--- src/rtl/apb_multitimer_if.sv ---
// APB3 completer bus bundle for the multi-channel timer.
// Signal names follow the APB convention so the bus reads naturally at the boundary.
interface apb_multitimer_if;
  localparam int unsigned ADDR_W = 12;
  localparam int unsigned DATA_W = 32;

  logic              PSEL;
  logic              PENABLE;
  logic              PWRITE;
  logic [ADDR_W-1:0] PADDR;
  logic [DATA_W-1:0] PWDATA;
  logic [DATA_W-1:0] PRDATA;
  logic              PREADY;
  logic              PSLVERR;

  modport master (
    output PSEL, PENABLE, PWRITE, PADDR, PWDATA,
    input  PRDATA, PREADY, PSLVERR
  );

  modport slave (
    input  PSEL, PENABLE, PWRITE, PADDR, PWDATA,
    output PRDATA, PREADY, PSLVERR
  );
endinterface

--- src/rtl/apb_multitimer.sv ---
// Multi-channel APB down-counter timer: per-channel LOAD/VALUE/CTRL/RIS with
// periodic or one-shot reload, optional external count enable, masked interrupts.
module apb_multitimer #(
  parameter int unsigned NUM_CH    = 4,
  parameter int unsigned CNT_WIDTH = 32
) (
  input  logic              PCLK,
  input  logic              PRESETn,
  apb_multitimer_if.slave   apb,
  input  logic [NUM_CH-1:0] timer_clken,
  output logic [NUM_CH-1:0] timer_int,
  output logic              timer_intc
);

  localparam int unsigned DATA_W = 32;
  localparam int unsigned OFF_W  = 3;
  localparam int unsigned CH_W   = 3;

  localparam logic [OFF_W-1:0] OFF_LOAD   = 3'd0;
  localparam logic [OFF_W-1:0] OFF_VALUE  = 3'd1;
  localparam logic [OFF_W-1:0] OFF_CTRL   = 3'd2;
  localparam logic [OFF_W-1:0] OFF_INTCLR = 3'd3;
  localparam logic [OFF_W-1:0] OFF_RIS    = 3'd4;
  localparam logic [OFF_W-1:0] OFF_MIS    = 3'd5;
  localparam logic [OFF_W-1:0] OFF_BGLOAD = 3'd6;

  typedef struct packed {
    logic exten;
    logic inten;
    logic oneshot;
    logic en;
  } ctrl_t;

  logic [CNT_WIDTH-1:0] load_q  [NUM_CH];
  logic [CNT_WIDTH-1:0] load_d  [NUM_CH];
  logic [CNT_WIDTH-1:0] value_q [NUM_CH];
  logic [CNT_WIDTH-1:0] value_d [NUM_CH];
  ctrl_t                ctrl_q  [NUM_CH];
  ctrl_t                ctrl_d  [NUM_CH];
  logic [NUM_CH-1:0]    ris_q;
  logic [NUM_CH-1:0]    ris_d;

  logic [NUM_CH-1:0]    tick;
  logic [NUM_CH-1:0]    ris_set;
  logic [NUM_CH-1:0]    wr_hit;
  logic [NUM_CH-1:0]    inten;

  logic [CH_W-1:0]      ch_idx;
  logic [OFF_W-1:0]     reg_off;
  logic                 ch_space;
  logic                 intstat_hit;
  logic                 wr_en;
  logic [CNT_WIDTH-1:0] wdata_cnt;
  logic [DATA_W-1:0]    rdata_c;
  logic                 unused_bus_bits;

  // Address decode: 0x000-0x0FF is channel space (0x20 per channel), 0x100 is INTSTAT.
  assign ch_idx      = apb.PADDR[7:5];
  assign reg_off     = apb.PADDR[4:2];
  assign ch_space    = (apb.PADDR[11:8] == 4'h0);
  assign intstat_hit = (apb.PADDR[11:2] == 10'h040);
  assign wr_en       = apb.PSEL & apb.PENABLE & apb.PWRITE;
  assign wdata_cnt   = apb.PWDATA[CNT_WIDTH-1:0];

  assign unused_bus_bits = ^{apb.PADDR[1:0], apb.PWDATA};

  // Next-state per channel; a LOAD write overrides whatever the tick would have done.
  always_comb begin
    load_d  = load_q;
    value_d = value_q;
    ctrl_d  = ctrl_q;
    ris_d   = ris_q;
    tick    = '0;
    ris_set = '0;
    wr_hit  = '0;
    for (int c = 0; c < NUM_CH; c++) begin
      tick[c]   = ctrl_q[c].en & (~ctrl_q[c].exten | timer_clken[c]);
      wr_hit[c] = wr_en & ch_space & (ch_idx == CH_W'(c));

      if (tick[c]) begin
        if (value_q[c] > CNT_WIDTH'(1)) begin
          value_d[c] = value_q[c] - CNT_WIDTH'(1);
        end else if (value_q[c] == CNT_WIDTH'(1)) begin
          value_d[c] = '0;
          ris_set[c] = 1'b1;
        end else if (!ctrl_q[c].oneshot) begin
          value_d[c] = load_q[c];
          ris_set[c] = (load_q[c] == '0);
        end
      end

      if (wr_hit[c]) begin
        case (reg_off)
          OFF_LOAD: begin
            load_d[c]  = wdata_cnt;
            value_d[c] = wdata_cnt;
            ris_set[c] = 1'b0;
          end
          OFF_CTRL:   ctrl_d[c] = ctrl_t'(apb.PWDATA[3:0]);
          OFF_BGLOAD: load_d[c] = wdata_cnt;
          default: ;
        endcase
      end

      // A set event in the same cycle as INTCLR wins.
      ris_d[c] = ris_set[c] | (ris_q[c] & ~(wr_hit[c] & (reg_off == OFF_INTCLR)));
    end
  end

  always_ff @(posedge PCLK or negedge PRESETn) begin
    if (!PRESETn) begin
      for (int c = 0; c < NUM_CH; c++) begin
        load_q[c]  <= '0;
        value_q[c] <= '0;
        ctrl_q[c]  <= '0;
      end
      ris_q <= '0;
    end else begin
      load_q  <= load_d;
      value_q <= value_d;
      ctrl_q  <= ctrl_d;
      ris_q   <= ris_d;
    end
  end

  always_comb begin
    inten = '0;
    for (int c = 0; c < NUM_CH; c++) begin
      inten[c] = ctrl_q[c].inten;
    end
  end

  assign timer_int  = ris_q & inten;
  assign timer_intc = |timer_int;

  // Read mux is combinational from PADDR so reads complete with zero wait states.
  always_comb begin
    rdata_c = '0;
    if (apb.PSEL && !apb.PWRITE) begin
      if (intstat_hit) begin
        rdata_c = DATA_W'(timer_int);
      end else if (ch_space) begin
        for (int c = 0; c < NUM_CH; c++) begin
          if (ch_idx == CH_W'(c)) begin
            case (reg_off)
              OFF_LOAD, OFF_BGLOAD: rdata_c = DATA_W'(load_q[c]);
              OFF_VALUE:            rdata_c = DATA_W'(value_q[c]);
              OFF_CTRL:             rdata_c = DATA_W'(ctrl_q[c]);
              OFF_RIS:              rdata_c = DATA_W'(ris_q[c]);
              OFF_MIS:              rdata_c = DATA_W'(timer_int[c]);
              default:              rdata_c = '0;
            endcase
          end
        end
      end
    end
  end

  assign apb.PRDATA  = rdata_c;
  assign apb.PREADY  = 1'b1;
  assign apb.PSLVERR = 1'b0;

endmodule

--- src/flat_wrapper.sv ---
// flat-port wrapper written by rule: the top's interface ports become plain ports
module apb_multitimer_flat 
#(
  parameter int unsigned NUM_CH    = 4,
  parameter int unsigned CNT_WIDTH = 32
)
  (PCLK, PRESETn, timer_clken, timer_int, timer_intc, apb_PSEL, apb_PENABLE, apb_PWRITE, apb_PADDR, apb_PWDATA, apb_PRDATA, apb_PREADY, apb_PSLVERR);
  apb_multitimer_if apb_i ();
  input  logic PCLK;
  input  logic PRESETn;
  input  logic [NUM_CH-1:0] timer_clken;
  output logic [NUM_CH-1:0] timer_int;
  output logic timer_intc;
  input wire logic [$bits(apb_i.PSEL)-1:0] apb_PSEL;
  input wire logic [$bits(apb_i.PENABLE)-1:0] apb_PENABLE;
  input wire logic [$bits(apb_i.PWRITE)-1:0] apb_PWRITE;
  input wire logic [$bits(apb_i.PADDR)-1:0] apb_PADDR;
  input wire logic [$bits(apb_i.PWDATA)-1:0] apb_PWDATA;
  output wire logic [$bits(apb_i.PRDATA)-1:0] apb_PRDATA;
  output wire logic [$bits(apb_i.PREADY)-1:0] apb_PREADY;
  output wire logic [$bits(apb_i.PSLVERR)-1:0] apb_PSLVERR;
  assign apb_i.PSEL = apb_PSEL;
  assign apb_i.PENABLE = apb_PENABLE;
  assign apb_i.PWRITE = apb_PWRITE;
  assign apb_i.PADDR = apb_PADDR;
  assign apb_i.PWDATA = apb_PWDATA;
  assign apb_PRDATA = apb_i.PRDATA;
  assign apb_PREADY = apb_i.PREADY;
  assign apb_PSLVERR = apb_i.PSLVERR;
  apb_multitimer #(.NUM_CH(NUM_CH), .CNT_WIDTH(CNT_WIDTH)) u_core (.PCLK(PCLK), .PRESETn(PRESETn), .apb(apb_i), .timer_clken(timer_clken), .timer_int(timer_int), .timer_intc(timer_intc));
endmodule
--- config.mk ---
export PLATFORM = sky130hd
export DESIGN_NAME = apb_multitimer_flat
export DESIGN_NICKNAME = d
export VERILOG_FILES = /design/src/rtl/apb_multitimer_if.sv /design/src/rtl/apb_multitimer.sv /design/src/flat_wrapper.sv
export SDC_FILE = /design/constraint.sdc
export NUM_CORES = 1
export LEC_CHECK = 0
export ABC_AREA = 1
export CORE_MARGIN = 5
export CORE_UTILIZATION = 35
export CTS_BUF_LIST = sky130_fd_sc_hd__clkbuf_2
export DETAILED_ROUTE_END_ITERATION = 10
export GPL_TIMING_DRIVEN = 1
export SYNTH_ARGS = -nofsm -noshare
export SYNTH_HDL_FRONTEND = slang
export SYNTH_SLANG_ARGS = --single-unit
--- constraint.sdc ---
create_clock -name PCLK -period 4.8 [get_ports PCLK]
set_clock_uncertainty 0.1 [all_clocks]
set_input_delay 0.48 -clock PCLK [delete_from_list [all_inputs] [get_ports PCLK]]
set_output_delay 0.48 -clock PCLK [all_outputs]
set_load 0.01 [all_outputs]
### Word-level counts from Yosys, hierarchy flattened

Index checks and enable logic that the tools add are counted.

* register bits: 276
* bits in latches: 0
* bits in writable memories: 0
* bits in read-only memories: 0
* bits of input ports: 53
* memories: 0

* $add $sub $neg: 4
* $mul: 0
* divide/modulo/power cells: 0
* order comparisons: 4
* equal/unequal tests: 14
* shift operators: 0
* mux-type cells: 59
* bitwise gates (word level): 36
* reductions and logical operators: 19

Operator list (number)
* 32-bit two-way mux: 31
* 32-bit one-hot mux with 5 select lines: 4
* 32-bit by 1-bit == test with 1-bit output, second input constant: 4
* 32-bit by 1-bit > comparator with 1-bit output, second input constant: 4
* 32-bit logical NOT: 4
* 32-bit by 1-bit subtractor with 32-bit output, second input constant: 4
* 1-bit two-way mux: 24
* 1-bit bitwise AND: 19
* 2-bit AND reduction: 8
* 3-bit by 2-bit == test with 1-bit output, second input constant: 4
* 10-bit by 7-bit == test with 1-bit output, second input constant: 1
* 3-bit == test, second input constant: 3
* 1-bit NOT: 8
* 1-bit OR: 8
* 3-bit by 1-bit == test with 1-bit output, second input constant: 2
* 3-bit logical NOT: 2
* 4-bit bitwise AND: 1
* 4-bit logical NOT: 1
* 4-bit OR reduction: 1
* 2-bit OR reduction: 1
* 1-bit logical AND: 1
* 1-bit logical NOT: 1

### Longest topological paths before layout

* depth in word-level cells: 10
* gate-level depth with buffers: 14
* depth with buffers taken out: 13

### Worst setup path after synthesis

Ideal clock, no wire load.

* kind: in2out
* start: input apb_PADDR[11]
* end: output apb_PRDATA[10]
* data arrival time: 1.870 ns
* data required time: 4.220 ns
* path slack: 2.350 ns
* stages: 7
* path buffers: 1
* cell sequence: or2_1 > nor3_4 > nand2_1 > nor2_1 > clkbuf_1 > o221ai_1 > nor2_1

* cells in the longest elaborated chain, start to end: 4

RTL lines
* from (decl): RTL line flat_wrapper.sv:17 `input wire logic [$bits(apb_i.PADDR)-1:0] apb_PADDR;`
* 4-bit logical NOT: RTL line apb_multitimer.sv:60 `assign ch_space = (apb.PADDR[11:8] == 4'h0);`
* 32-bit two-way mux: RTL line apb_multitimer.sv:142 `end else if (ch_space) begin`
* 32-bit two-way mux (*): RTL line apb_multitimer.sv:140 `if (intstat_hit) begin`
* 32-bit two-way mux (*): RTL line apb_multitimer.sv:139 `if (apb.PSEL && !apb.PWRITE) begin`
* to (decl): RTL line flat_wrapper.sv:19 `output wire logic [$bits(apb_i.PRDATA)-1:0] apb_PRDATA;`

Mark *: on every way between the ends. The rest lies on a longest branch, timed or not.

### Final worst setup path

* start: input apb_PADDR[5]
* end: output apb_PRDATA[23]

* cells in the longest elaborated chain, start to end: 8

RTL lines
* 3-bit logical NOT: RTL line apb_multitimer.sv:144 `if (ch_idx == CH_W'(c)) begin`
* 32-bit two-way mux (4 in series): RTL line apb_multitimer.sv:144
* 32-bit two-way mux: RTL line apb_multitimer.sv:142
* 32-bit two-way mux (*): RTL line apb_multitimer.sv:140
* 32-bit two-way mux (*): RTL line apb_multitimer.sv:139

Marks and branches as above.

==> results.tsv <==
metric	value	unit
final core utilization	0.3986	
die footprint	65090	um2
Reg area	6907	um2
Fin. Hold Viols	0	
area of the core	59240	um2
Total GRT Usage	0.2983	
ys async rst share	1.000	
placed cell count	4128	
IO Pins	92	
largest fanout on the critical path	18	
area occupied by multi-input gates	12010	um2
total negative slack	0	ns
Critical Path Start Type	primary input	
worst hold path cell count	3	
Reg2Reg Depth	13	
hpwl dp	73370	um
Nets	3526	
Netlist cell types	45	
fin crit period	4.255	ns
yosys warns	0	
most frequent cells in the layout	nand2_1 (1027), inv_1 (373), nor2_1 (373)	
final worst slack	0.5446	ns
most common cell after layout, fill and taps aside	nand2_1	
largest net degree at the start of global routing	83	
drt pass-1 iters	8	
first-pass GRT wire length	144700	um
RR Endpoint	u_core.value_q[35]	
RSZ-0062 raised after global routing	false	
Slew @ Worst Pin	1.196	ns
Post-synth EDFFs	0	
max-cap violations	0	
Setup crit end kind	primary output	
Cell Rows	89	
initial antenna violation count	6	
initial DRC count	2769	
max_slew headroom	0.2000	
drt total wl	99390	um
pre-CTS WS	0.5488	ns
Hold Path End	u_core.load_q[67]	
die height	255.1	um
hold crit path type	in -> reg	
# setup viols final	0	
post-synth design cell area	21030	um2
routed vias	23790	
Crit path required time	4.22	ns
share of cells above drive strength 1	0.07094	
Vias/cell	5.534	
Main synth FF type	dfrtp_1	
leakage	11.02	nW
Clock H-tree levels	3	
P per Cell Area	272.9	nW/um2
max-slew violations	0	
Pwr Total	6.444	mW
chip width	255.1	um
Clock Pin Slew Worst Setup and Hold Paths	0.10	ns
CP Class	in -> out	
critical hold path startpoint	apb_PWDATA[3]	
routed length per instance	23.13	um
Seq/Total Area, Yosys	0.3284	
Clk Latency, worst-skew pair	1.17	ns
CTS buffer count	84	
clock root cell	clkbuf_2	
Synth Instances	3381	
Initial Util	0.3550	
Synthesized Nets	3442	
CTS tree	yes	
CP Data Arrival Time	3.68	ns
P&R area growth vs syn	12.27	%
Design Area, Final	23610	um2
Period Utilization, post-route	0.8866	
FF-to-FF Start	u_core.value_q[33]	
hold slack	0.09152	ns
vias in the first global route	21560	
RePlAce Congestion	1.081	
Avg Inst Size Synth	6.220	um2
Residual DRC	0	
Fill cells	6601	
status	finished clean	
GRT overflow	0	
Final Non-Filler Cells	4298	
Seq cells post-synth	276	
worst vdd ir	0.1870	mV
IO buf count	87	
# clock sinks	276	
dpl cell area	22620	um2
FMAX	235.0	MHz
Clock Path Buffers	3	
Final ANT Viol Nets	0	
r2r setup slk	1.72	ns
## critical path, cell delays in order
cell	delay (ns)
clkdlybuf4s50_1	0.81
inv_1	0.16
nand2_1	0.29
clkinv_1	0.56
a211oi_1	0.64
nor2_1	0.20
clkdlybuf4s50_1	0.52
## per-layer routing
layer | wire [um] | vias up | global-route usage | share of wire
li1 | - | 11210 | - | -
met1 | 42320 | 11180 | 0.4163 | 0.43
met2 | 41530 | 1193 | 0.4319 | 0.42
met5 | 46 | - | 0 | 0.00046
met4 | 5036 | 6 | 0.1405 | 0.051
met3 | 10460 | 198 | 0.07702 | 0.11
## power by group
part	internal [mW]	total [mW]	leakage, nW	switching, mW
Sequential	2.42	2.61	3.68	0.186
Clock	0.701	1.94	0.567	1.24
Combinational	0.583	1.89	6.77	1.31
## sequential cells by signal, summed over array words and instances (netlist names)
name	flops
u_core.ctrl_q	16
u_core.load_q	128
u_core.ris_q	4
u_core.value_q	128
## kinds of logic after synthesis
kind of cell             Yosys count  synth area share
multiplexers                       6          0.002856
buffers and inverters            546            0.1019
AND/OR/NAND/NOR                 1787            0.3535
adder cells (fa/ha/maj)            8          0.004760
flip-flops                       276            0.3284
AO/OA/AOI/OAI                    693            0.1820
other                              2         0.0003571
XOR/XNOR                          63           0.02624
## repair_timing
action,CTS,global route
setup buffers,0,0
hold buffers,24,0
resized for setup,0,0
setup endpoints to repair,0,0
hold endpoints to repair,310,0
## how the worst max path moves through the flow
stage,startpoint,cells past startpoint,to,slack (ns)
6_report,apb_PADDR[5],7,apb_PRDATA[23],0.54
5_1_grt,apb_PADDR[5],7,apb_PRDATA[23],0.38
4_1_cts,apb_PADDR[5],7,apb_PRDATA[23],0.54
3_5_place_dp,apb_PADDR[5],7,apb_PRDATA[23],0.55
3_3_place_gp,apb_PADDR[5],7,apb_PRDATA[23],0.55
2_1_floorplan,apb_PADDR[11],7,apb_PRDATA[10],2.35
## Yosys cell counts (4+ instances only)
master / n / area, um2
a211oi_1: 10 / 75.07
a21oi_1: 97 / 485.5
a221oi_1: 7 / 61.31
a22oi_1: 13 / 97.59
a31oi_1: 10 / 62.56
and2_1: 4 / 25.02
buf_1: 9 / 33.78
buf_2: 30 / 150.1
buf_4: 9 / 67.56
clkbuf_1: 109 / 409.1
clkinv_1: 6 / 22.52
dfrtp_1: 276 / 6907
ha_1: 8 / 100.1
inv_1: 374 / 1404
inv_2: 6 / 22.52
mux2i_1: 6 / 60.06
nand2_1: 1028 / 3859
nand2_2: 7 / 43.79
nand3_1: 245 / 1226
nand4_1: 43 / 269.0
nor2_1: 374 / 1404
nor2_2: 11 / 68.82
nor2_4: 5 / 56.30
nor3_1: 13 / 65.06
nor3b_1: 4 / 30.03
nor4_1: 15 / 93.84
o211ai_1: 37 / 277.8
o21ai_0: 353 / 1767
o21ai_1: 74 / 370.4
o221ai_1: 19 / 166.4
o22ai_1: 68 / 425.4
or2_2: 28 / 175.2
xnor2_1: 7 / 61.31
xor2_1: 56 / 490.5
## final cells by class
type / count / share of cell area
antenna: 1 / 0.0001060
clock buffer: 121 / 0.02565
clock inverter: 24 / 0.005511
inverter: 386 / 0.06136
multi-input combinational: 2559 / 0.5088
sequential: 276 / 0.2925
tap: 773 / 0.04096
timing repair buffer: 158 / 0.06507
No activity file was read; power rests on OpenSTA's default activity.
